### config.mk
export PLATFORM = sky130hd
export DESIGN_NAME = vector_prog_loader
export DESIGN_NICKNAME = d
export VERILOG_FILES = /design/src/rtl/vector_prog_loader.sv
export SDC_FILE = /design/constraint.sdc
export NUM_CORES = 1
export LEC_CHECK = 0
export ABC_AREA = 1
export CAP_MARGIN = 25
export CORE_UTILIZATION = 40
export CTS_CLUSTER_SIZE = 25
export DETAILED_ROUTE_END_ITERATION = 6
export GPL_ROUTABILITY_DRIVEN = 1
export PLACE_DENSITY = 0.85
export SKIP_CTS_REPAIR_TIMING = 1
export SLEW_MARGIN = 20
export SYNTH_ARGS = -nofsm -noshare
export SYNTH_HDL_FRONTEND = slang
export SYNTH_SLANG_ARGS = --single-unit
### constraint.sdc
create_clock -name clk -period 1.9 [get_ports clk]
set_input_delay 0.285 -clock clk [delete_from_list [all_inputs] [get_ports clk]]
set_output_delay 0.285 -clock clk [all_outputs]
set_load 0.01 [all_outputs]
### src/rtl/vector_prog_loader.sv
// Streams instruction words from a valid/ready source into the instruction memory
// write port, with a programmable base and count, an optional NOP pad and abort.
module vector_prog_loader #(
    parameter int INST_WIDTH = 32,
    parameter int DEPTH      = 32,
    parameter int ADDR_WIDTH = $clog2(DEPTH),
    parameter logic [INST_WIDTH-1:0] PAD_WORD = INST_WIDTH'(32'h00000013)
) (
    input  logic                  clk,
    input  logic                  rst,
    input  logic                  start_i,
    input  logic [ADDR_WIDTH-1:0] base_addr_i,
    input  logic [ADDR_WIDTH:0]   count_i,
    input  logic                  mode_i,
    input  logic                  abort_i,
    input  logic                  s_valid_i,
    input  logic [INST_WIDTH-1:0] s_data_i,
    output logic                  s_ready_o,
    output logic                  inst_we_o,
    output logic [ADDR_WIDTH-1:0] inst_addr_o,
    output logic [INST_WIDTH-1:0] inst_data_o,
    output logic                  busy_o,
    output logic                  done_o,
    output logic                  err_o
);

    typedef enum logic [1:0] {
        S_IDLE = 2'd0,
        S_LOAD = 2'd1,
        S_PAD  = 2'd2,
        S_DONE = 2'd3
    } state_t;

    localparam logic [ADDR_WIDTH-1:0] LAST_ADDR = ADDR_WIDTH'(DEPTH - 1);
    localparam logic [ADDR_WIDTH+1:0] DEPTH_X   = (ADDR_WIDTH + 2)'(DEPTH);
    localparam logic [ADDR_WIDTH+1:0] LAST_X    = (ADDR_WIDTH + 2)'(DEPTH - 1);
    localparam logic [ADDR_WIDTH:0]   ONE_CNT   = (ADDR_WIDTH + 1)'(1);

    state_t                  state_q, state_d;
    logic [ADDR_WIDTH-1:0]   addr_q, addr_d;
    logic [ADDR_WIDTH:0]     rem_q, rem_d;
    logic                    mode_q, mode_d;
    logic                    we_q, we_d;
    logic [ADDR_WIDTH-1:0]   waddr_q, waddr_d;
    logic [INST_WIDTH-1:0]   wdata_q, wdata_d;
    logic                    busy_q, busy_d;
    logic                    done_q, done_d;
    logic                    err_q, err_d;

    logic                    hs;
    logic [ADDR_WIDTH+1:0]   end_x;
    logic [ADDR_WIDTH+1:0]   base_x;

    // Extra headroom bits keep the range check free of wrap-around.
    assign base_x = {2'b00, base_addr_i};
    assign end_x  = base_x + {1'b0, count_i};

    assign s_ready_o = (state_q == S_LOAD) & ~abort_i;
    assign hs        = s_valid_i & s_ready_o;

    always_comb begin
        state_d = state_q;
        addr_d  = addr_q;
        rem_d   = rem_q;
        mode_d  = mode_q;
        we_d    = 1'b0;
        waddr_d = waddr_q;
        wdata_d = wdata_q;
        done_d  = 1'b0;
        err_d   = 1'b0;
        case (state_q)
            S_IDLE: begin
                if (start_i) begin
                    addr_d = base_addr_i;
                    rem_d  = count_i;
                    mode_d = mode_i;
                    if (end_x > DEPTH_X) begin
                        err_d = 1'b1;
                    end else if (count_i == '0) begin
                        state_d = (mode_i && (base_x <= LAST_X)) ? S_PAD : S_DONE;
                    end else begin
                        state_d = S_LOAD;
                    end
                end
            end
            S_LOAD: begin
                if (abort_i) begin
                    state_d = S_IDLE;
                end else if (hs) begin
                    we_d    = 1'b1;
                    waddr_d = addr_q;
                    wdata_d = s_data_i;
                    rem_d   = rem_q - ONE_CNT;
                    if (addr_q != LAST_ADDR) begin
                        addr_d = addr_q + 1'b1;
                    end
                    if (rem_q == ONE_CNT) begin
                        state_d = (mode_q && (addr_q < LAST_ADDR)) ? S_PAD : S_DONE;
                    end
                end
            end
            S_PAD: begin
                if (abort_i) begin
                    state_d = S_IDLE;
                end else begin
                    we_d    = 1'b1;
                    waddr_d = addr_q;
                    wdata_d = PAD_WORD;
                    if (addr_q == LAST_ADDR) begin
                        state_d = S_DONE;
                    end else begin
                        addr_d = addr_q + 1'b1;
                    end
                end
            end
            S_DONE: begin
                done_d  = 1'b1;
                state_d = S_IDLE;
            end
            default: state_d = S_IDLE;
        endcase
        busy_d = (state_d == S_LOAD) || (state_d == S_PAD);
    end

    always_ff @(posedge clk) begin
        if (rst) begin
            state_q <= S_IDLE;
            addr_q  <= '0;
            rem_q   <= '0;
            mode_q  <= 1'b0;
            we_q    <= 1'b0;
            waddr_q <= '0;
            wdata_q <= '0;
            busy_q  <= 1'b0;
            done_q  <= 1'b0;
            err_q   <= 1'b0;
        end else begin
            state_q <= state_d;
            addr_q  <= addr_d;
            rem_q   <= rem_d;
            mode_q  <= mode_d;
            we_q    <= we_d;
            waddr_q <= waddr_d;
            wdata_q <= wdata_d;
            busy_q  <= busy_d;
            done_q  <= done_d;
            err_q   <= err_d;
        end
    end

    assign inst_we_o   = we_q;
    assign inst_addr_o = waddr_q;
    assign inst_data_o = wdata_q;
    assign busy_o      = busy_q;
    assign done_o      = done_q;
    assign err_o       = err_q;

endmodule
After elaboration in Yosys (flattened, before gate mapping)
Cells that the tools add are included.
Widths: inputs -> output; s select.
{"block": "classes", "n_lt_le_gt_ge": 3, "bitwise_logic": 5, "eq_ne": 14, "reduce_logical": 13, "addsub": 3, "muxes": 36}
{"op": "$mux 32", "count": 3}
{"op": "$pmux 32 s2", "count": 1}
{"op": "$mux 5", "count": 9}
{"op": "$mux 6", "count": 3}
{"op": "$mux 2", "count": 8}
{"op": "$pmux 5 s3", "count": 1}
{"op": "$pmux 6 s2", "count": 1}
{"op": "$ne 2x2->1 const B", "count": 5}
{"op": "$pmux 5 s2", "count": 1}
{"op": "$pmux 2 s4", "count": 1}
{"op": "$reduce_and 4->1", "count": 2}
{"op": "$add 5x6->7", "count": 1}
{"op": "$gt 7x6->1 const B", "count": 1}
{"op": "$mux 1", "count": 7}
{"op": "$reduce_and 7->1", "count": 1}
{"op": "$eq 2x2->1 const B", "count": 3}
{"op": "$eq 6x1->1 const B", "count": 1}
{"op": "$logic_not 6->1", "count": 1}
{"op": "$sub 6x1->6 const B", "count": 1}
{"op": "$add 5x1->5 const B", "count": 1}
{"op": "$eq 5x5->1 const B", "count": 1}
{"op": "$le 5x5->1 const B", "count": 1}
{"op": "$lt 5x5->1 const B", "count": 1}
{"op": "$ne 5x5->1 const B", "count": 1}
{"op": "12 further kinds", "count": 18}
{"block": "totals", "out_inout_bits": 42, "elab_cells": 84, "ff_bits": 55, "inputBits": 49}

Depth between registers and ports, before layout
Gate-level depths: netlist of the first run.
{"block": "depth", "ltp_word": 9, "depth_mapped": 17, "mapped_depth_nobuf": 17}

Worst setup path after synthesis of the first run
No wires, ideal clock.
{"block": "synth_path", "path_kind": "in2reg", "start": "input port base_addr_i[0]", "end": "register busy_q, in the netlist busy_o", "slack_ns": -0.004, "t_required_ns": 1.786, "stages": 16, "arrival_ns": 1.790, "setup_time_ns": 0.114, "cell_sequence": "ha_1 > inv_1 > fa_1 > inv_1 > nor2_1 > nand3_1 > a21oi_1 > nand3_1 > nand2_2 > nand3_2 > nand2_1 > nand3_1 > nand2_1 > nand2_1 > nand2_1 > nor2_2"}
{"block": "synth_between", "elab_chain_cells": 9, "elab_cells_between_ends": 12, "classes_between": "add/sub: 1; order compare: 2; eq/ne: 2; mux: 5; reduce/logical: 2"}
{"item": "from (decl)", "line": "12", "text": "input logic [ADDR_WIDTH-1:0] base_addr_i,"}
{"item": "branches (longest 4 deep; another with $add 5x6->7)"}
{"item": "$mux 2 *", "line": "77", "text": "if (end_x > DEPTH_X) begin"}
{"item": "$mux 2 *", "line": "73", "text": "if (start_i) begin"}
{"item": "$pmux 2 s4 *", "line": "71", "text": "case (state_q)"}
{"item": "$eq 2x1->1 or $eq 2x2->1 (tied branches)", "line": "122", "text": "busy_d = (state_d == S_LOAD) || (state_d == S_PAD);"}
{"item": "$logic_or 1x1->1 *", "line": "122"}
{"item": "to (signal assigned)", "line": "145", "text": "busy_q <= busy_d;"}
{"item": "to (decl)", "line": "46", "text": "logic busy_q, busy_d;"}
Every way passes the cells marked *.
A chain may end at the register's enable or synchronous reset.

Worst setup path in the final report of the first run
{"block": "layout_path", "start": "input port base_addr_i[2]", "end": "register busy_q, in the netlist busy_o"}
The elaborated chain is that of the path after synthesis.

==> flow_summary.toml, run 1 <==
[outcome]
run_status = "finished clean"

[layout]
layout_commonest_cell = "sky130_fd_sc_hd__clkdlybuf4s50_1"
layout.nets = 532
flow.area_growth_from_synthesis_pct = 42.09
final_cells = 566
layout_common_cells = "82 x sky130_fd_sc_hd__clkdlybuf4s50_1, 52 x sky130_fd_sc_hd__dfxtp_1, 50 x sky130_fd_sc_hd__nand2_1, 33 x sky130_fd_sc_hd__inv_1"
drive_above_1_share = 0.2383
n_antenna_cell = 0

[synth]
post_synth_instance_area_sq_um = 2952
yosysUniqueCellTypes = 35
ys_dominant_reg_cell = "sky130_fd_sc_hd__dfxtp_1"
synth_largest_type_area_fraction = 0.3730
post_synth.cell_area_avg_sq_um = 8.087
post_synth_inst_count = 365
synth-warning-count = 0
synth-edff-count = 0
syn_nets = 428
synth_async_sr_flop_share = 0
synth_seq_area_share = 0.3730
post-synth-top-area-cell = "sky130_fd_sc_hd__dfxtp_1"
yosys_reg_bits = 55
yosys-top-cells-area = "sky130_fd_sc_hd__dfxtp_1 37%, sky130_fd_sc_hd__a21oi_2 8.3%, sky130_fd_sc_hd__nand3b_1 7.4%"

[die]
top_level_ports = 91
floorplan.die.width_microns = 87.90
core_area_sq_um = 6944
start_util = 0.4250
die_y_microns = 87.90
row_count = 30
fp.dieArea_sq_um = 7726

[pwr]
p_leak_nw = 1.629
power_per_cell_area_nw_per_um2 = 1167
max-vdd-ir-drop_uv = 634.1

[worst_setup_path]
crit_path_top_delay_cell = "sky130_fd_sc_hd__clkdlybuf4s50_1"
setup.worst_path.end_class = "flip-flop"
delay_contributed_by_the_slowest_stage_of_the_critical_path_ns = 0.48
cp.required_ns = 2.11
arrival_ns = 2.09
critPathLaunchType = "primary input"
path_class = "primary input to flip-flop"
critPathMostFrequentCell = "sky130_fd_sc_hd__nand2_1"
critical_path_peak_fanout = 4
cp_cell_sequence = "clkdlybuf4s50_1 > ha_4 > inv_2 > nand2_1 > nand2_1 > or2_0 > nand3_1 > nand2_2 > nand3_2 > nand2_1 > nand3_1 > nand2_2 > nor2_1 > nor2_2"
rr_startpoint = "addr_q[1]"
crit_path_start = "base_addr_i[2]"

[sta]
setup_viol = 0
worst_slew_margin_rel = 0.7759
max_clock_freq_mhz = 529.8
post-route-min-period_ns = 1.888
setup_slack_ns = 0.01247
grt_setup_unrepaired = "yes"
min_period_over_period = 0.9934
final-max-slew-violation-count = 0
max_slew.worst_pin.slew_ns = 0.3362
report.final.hold_viol_count = 0
clock-skew-final_ns = 0.005123

[place]
placed_cells_incl_taps = 557
globalplace.congestion = 0.8464
dp_hpwl_mm = 5.791
dpl_worst_slack_ns = -0.6531
placement.io_buffers = 90

[route]
drt-total-wl_mm = 7.602
antenna_violating_nets_post_route = 0
vias = 2818
drc = 0
drt_iter0_drc = 116
routedWlPerCell_microns = 13.43
first_pass_iters = 4
via_per_inst = 4.979

[clock_network]
clock_tree_from_tritoncts = "built"
cts.htree.levels = 2
clock_path_buffers = 2
clockRootBuffer = "sky130_fd_sc_hd__clkbuf_8"
tritoncts.num_buffers = 5
clk-insertion-delay-late_ns = 0.30
cts_num_sinks = 55
path_clk_slew_ns = 0.10

[grt]
wire_length_of_the_first_global_routing_pass_mm = 12.07
grt_start_max_net_pins = 41
grt_antenna_before_repair = 0
global_route.overflow_total = 0
groute.usage.overall = 0.1959
first_global_vias = 2720

[min_path]
worst_hold_path_type = "primary input to flip-flop"
worstHoldStart = "base_addr_i[0]"

[job]
maxCapViolCount = 0
==> critical path, delay by kind of cell <==
kind	cells	cell delay (ns)
fa+ha+maj	1	0.31
buf+inv	2	0.52
simple gates	11	0.99
==> final timing paths <==
path,cells past startpoint,end,slack (ns)
min,3,addr_q[0],0.26
max reg2reg,9,addr_q[3],0.12
max,14,busy_o,0.01
min reg2reg,2,inst_addr_o[0],0.45
==> kinds of logic (layout without fill, tap and decap cells) <==
logic type                 Yosys count  count (layout)  synth area share
DFF                                 55              55            0.3730
adders and majority gates           14              14           0.06189
buffers and inverters               54             159           0.08223
AOI/OAI and AO/OA                   85              85            0.1954
and+or+nand+nor                    157             157            0.2874
==> stage by stage <==
stage | util | TNS, ns | power, mW | area [sq um] | hold slack (ns)
after floorplan | - | 0 | 3.313 | 2952 | 0.4290
after global placement | 0.5849 | -1.979 | 4.146 | 4061 | 0.4342
after detailed placement | 0.5849 | -2.142 | 4.240 | 4061 | 0.4381
after CTS | 0.5969 | -1.017 | 4.879 | 4145 | 0.3550
after global routing | 0.6040 | -0.2299 | 5.265 | 4194 | 0.2507
final | 0.6040 | 0 | 4.896 | 4194 | 0.2630
==> sequential cells by signal, indices dropped and copies added (netlist names) <==
name / count
inst_we_o: 1
addr_q: 5
mode_q: 1
err_o: 1
done_o: 1
rem_q: 6
state_q: 2
inst_data_o: 32
inst_addr_o: 5
busy_o: 1
==> layer usage <==
layer / track usage / routed length (microns)
met1: 0.2412 / 3290
met2: 0.3460 / 3890
met3: 0.03582 / 317
met4: 0.05961 / 104
met5: 0 / 0
==> synth_stat cells, types with 2 or more instances <==
cell type and number:
sky130_fd_sc_hd__nor3_1 2, sky130_fd_sc_hd__clkbuf_1 6, sky130_fd_sc_hd__ha_1 13, sky130_fd_sc_hd__nand4_1 4, sky130_fd_sc_hd__nand3_1 17, sky130_fd_sc_hd__inv_1 34
sky130_fd_sc_hd__nor2_4 2, sky130_fd_sc_hd__buf_1 4, sky130_fd_sc_hd__o21bai_1 3, sky130_fd_sc_hd__dfxtp_1 55, sky130_fd_sc_hd__a221oi_1 2, sky130_fd_sc_hd__o211ai_1 2
sky130_fd_sc_hd__nand2_2 28, sky130_fd_sc_hd__inv_2 3, sky130_fd_sc_hd__nand3b_1 29, sky130_fd_sc_hd__a211oi_1 4, sky130_fd_sc_hd__o21ai_1 4, sky130_fd_sc_hd__buf_6 5
sky130_fd_sc_hd__a21oi_2 28, sky130_fd_sc_hd__buf_2 2, sky130_fd_sc_hd__a31oi_1 4, sky130_fd_sc_hd__o21ai_0 18, sky130_fd_sc_hd__nand2_1 51, sky130_fd_sc_hd__a21oi_1 18
sky130_fd_sc_hd__nor2_1 17
==> report_power, final <==
| part | switching (mW) | internal, mW | total, mW | leakage [nW] |
|---|---|---|---|---|
| Clock | 0.375 | 0.254 | 0.628 | 0.0477 |
| Combinational | 1.38 | 1.20 | 2.58 | 1.13 |
| Sequential | 0.224 | 1.47 | 1.69 | 0.450 |
| Total | 1.98 | 2.92 | 4.90 | 1.63 |
==> cell type report <==
type	instances	area, sq um
multi-input combinational	256	1640
clock inverter	3	15.01
clock buffer	5	68.82
inverter	37	138.9
timing repair buffer	114	1104
tap	96	120.1
sequential	55	1107
fill	609	2750
(Power assumes the default switching activity.)
==> run 2: changes to the inputs <==
- CORE_UTILIZATION: 40 -> 35
- PLACE_DENSITY: 0.85 -> 0.77
==> run 2 against run 1 <==
  * Final area increased by 2.3%
  * Sequential share of layout area decreased by 0.64 points
  * Die area increased by 14%
  * Fmax about the same
  * Total power increased by 6.2%
  * Critical endpoint unchanged
  * Global-route usage decreased by 2.8 points
  * Register-to-register slack about the same
  * Critical path depth increased by 3
  * Clock power increased by 46%
  * Via count decreased by 0.89%
  * Critical path type unchanged
  * Utilization decreased by 7.9 points
==> flow_summary.toml, run 2 (synthesis gave the netlist of run 1 again) <==
[place]
dp_hpwl_mm = 5.480
placement.io_buffers = 90
globalplace.congestion = 0.8184
dpl_worst_slack_ns = -0.7181

[grt]
grt_antenna_before_repair = 0
global_route.overflow_total = 0
groute.usage.overall = 0.1682
first_global_vias = 2615
wire_length_of_the_first_global_routing_pass_mm = 11.90
grt_start_max_net_pins = 33

[clock_network]
clk-insertion-delay-late_ns = 0.30
clock_tree_from_tritoncts = "built"
cts.htree.levels = 2
clockRootBuffer = "sky130_fd_sc_hd__clkbuf_8"
tritoncts.num_buffers = 5
path_clk_slew_ns = 0.10
clock_path_buffers = 2
cts_num_sinks = 55

[die]
start_util = 0.3610
fp.dieArea_sq_um = 8804
row_count = 33
floorplan.die.width_microns = 93.83
top_level_ports = 91
core_area_sq_um = 8175
die_y_microns = 93.83

[worst_setup_path]
critPathLaunchType = "primary input"
reg2reg_slack_ns = 0.13
critPathMostFrequentCell = "sky130_fd_sc_hd__nand2_2"
rr_endpoint = "addr_q[0]"
critPathBufInv = 3
path_class = "primary input to flip-flop"
setup.worst_path.end = "busy_o"
arrival_ns = 2.10
crit_path_start = "base_addr_i[0]"
kind_of_cell_adding_the_most_delay_to_the_critical_path = "simple AND/OR/NAND/NOR gates"
critical_path_peak_fanout = 4
cp.required_ns = 2.11
cp.depth = 17
delay_contributed_by_the_slowest_stage_of_the_critical_path_ns = 0.51
reg2regPathDepth = 10
setup.worst_path.end_class = "flip-flop"
rr_startpoint = "state_q[0]"
crit_path_top_delay_cell = "sky130_fd_sc_hd__fa_2"
cp_cell_sequence = "clkbuf_2 > ha_4 > inv_1 > fa_2 > inv_1 > nor2_1 > nand3_1 > a21oi_1 > nand3_1 > nand2_2 > nand3_2 > nand2_2 > nand3_2 > nand2_2 > nand2_1 > nand2_1 > nor2_2"

[layout]
drive_above_1_share = 0.2516
final_util = 0.5246
flow.area_growth_from_synthesis_pct = 45.32
n_antenna_cell = 0
layout.nets = 531
layout_common_cells = "82 x sky130_fd_sc_hd__clkdlybuf4s50_1, 52 x sky130_fd_sc_hd__dfxtp_1, 49 x sky130_fd_sc_hd__nand2_1, 31 x sky130_fd_sc_hd__inv_1, 30 x sky130_fd_sc_hd__nand2_2"
layout_commonest_cell = "sky130_fd_sc_hd__clkdlybuf4s50_1"
largest_register_ffs = 32

[route]
via_per_inst = 4.866
routedWlPerCell_microns = 13.03
drc = 0
drt-total-wl_mm = 7.477
top_signal_layer_used = "met3"
routed-wl-met3_microns = 454
wl_met1_mm = 3.340
vias = 2793
drt_iter0_drc = 104
dr_wl_met2_mm = 3.682
antenna_violating_nets_post_route = 0
first_pass_iters = 5

[sta]
final-max-slew-violation-count = 0
fin_setup_tns_ns = 0
clock-skew-final_ns = 0.005026
report.final.hold_viol_count = 0
max_clock_freq_mhz = 529.6
setup_viol = 0
grt_setup_unrepaired = "yes"
worst_hold_slack_ns = 0.2927
min_period_over_period = 0.9937
max_slew.worst_pin.slew_ns = 0.3397
worst_slew_margin_rel = 0.7735
post-route-min-period_ns = 1.888
setup_slack_ns = 0.01195

[job]
maxCapViolCount = 0

[pwr]
max-vdd-ir-drop_uv = 547.6
p_leak_nw = 1.654
power_per_cell_area_nw_per_um2 = 1213
total_power_mw = 5.202

[outcome]
run_status = "finished clean"

[min_path]
worst_hold_path_type = "primary input to flip-flop"
run 2: per-stage QoR:
| stage | std cells | cell area (sq um) |
|---|---|---|
| floorplan | 365 | 2952 |
| global placement | 566 | 4073 |
| detailed placement | 566 | 4073 |
| CTS | 574 | 4209 |
| global route | 574 | 4289 |
| finish | 574 | 4289 |
run 2: worst min-delay path, delay by kind of cell:
| family | cells | cell delay (ns) |
|---|---|---|
| AO/OA/AOI/OAI | 1 | 0.08 |
| buffers and inverters | 1 | 0.11 |
| AND/OR/NAND/NOR | 1 | 0.07 |
run 2: area by class of cell:
cell class / count / area, sq um
Sequential cell: 55 / 1105
Inverter: 37 / 138.9
Fill cell: 783 / 3886
Tap cell: 105 / 131.4
Timing Repair Buffer: 113 / 1099
Clock inverter: 3 / 67.56
Multi-Input combinational cell: 256 / 1679
Clock buffer: 5 / 68.82
run 2: worst min-delay path by stage:
stage | from | to | cells after the start
6_report | base_addr_i[0] | addr_q[0] | 3
5_1_grt | base_addr_i[0] | addr_q[0] | 3
4_1_cts | rst | done_o | 2
3_5_place_dp | inst_addr_o[4] | inst_addr_o[4] | 2
3_3_place_gp | inst_addr_o[0] | inst_addr_o[0] | 2
2_1_floorplan | start_i | err_o | 2
run 2: power by group:
group	switching (mW)	leakage, nW	internal [mW]
combinational	1.37	1.14	1.21
clock	0.394	0.0644	0.526
sequential	0.229	0.450	1.47
total	2.00	1.65	3.20
run 2: routing by layer:
layer	vias up	track usage
li1	1427	-
met4	0	0.03462
met2	89	0.2841
met5	-	0
met1	1277	0.2200
met3	0	0.03560
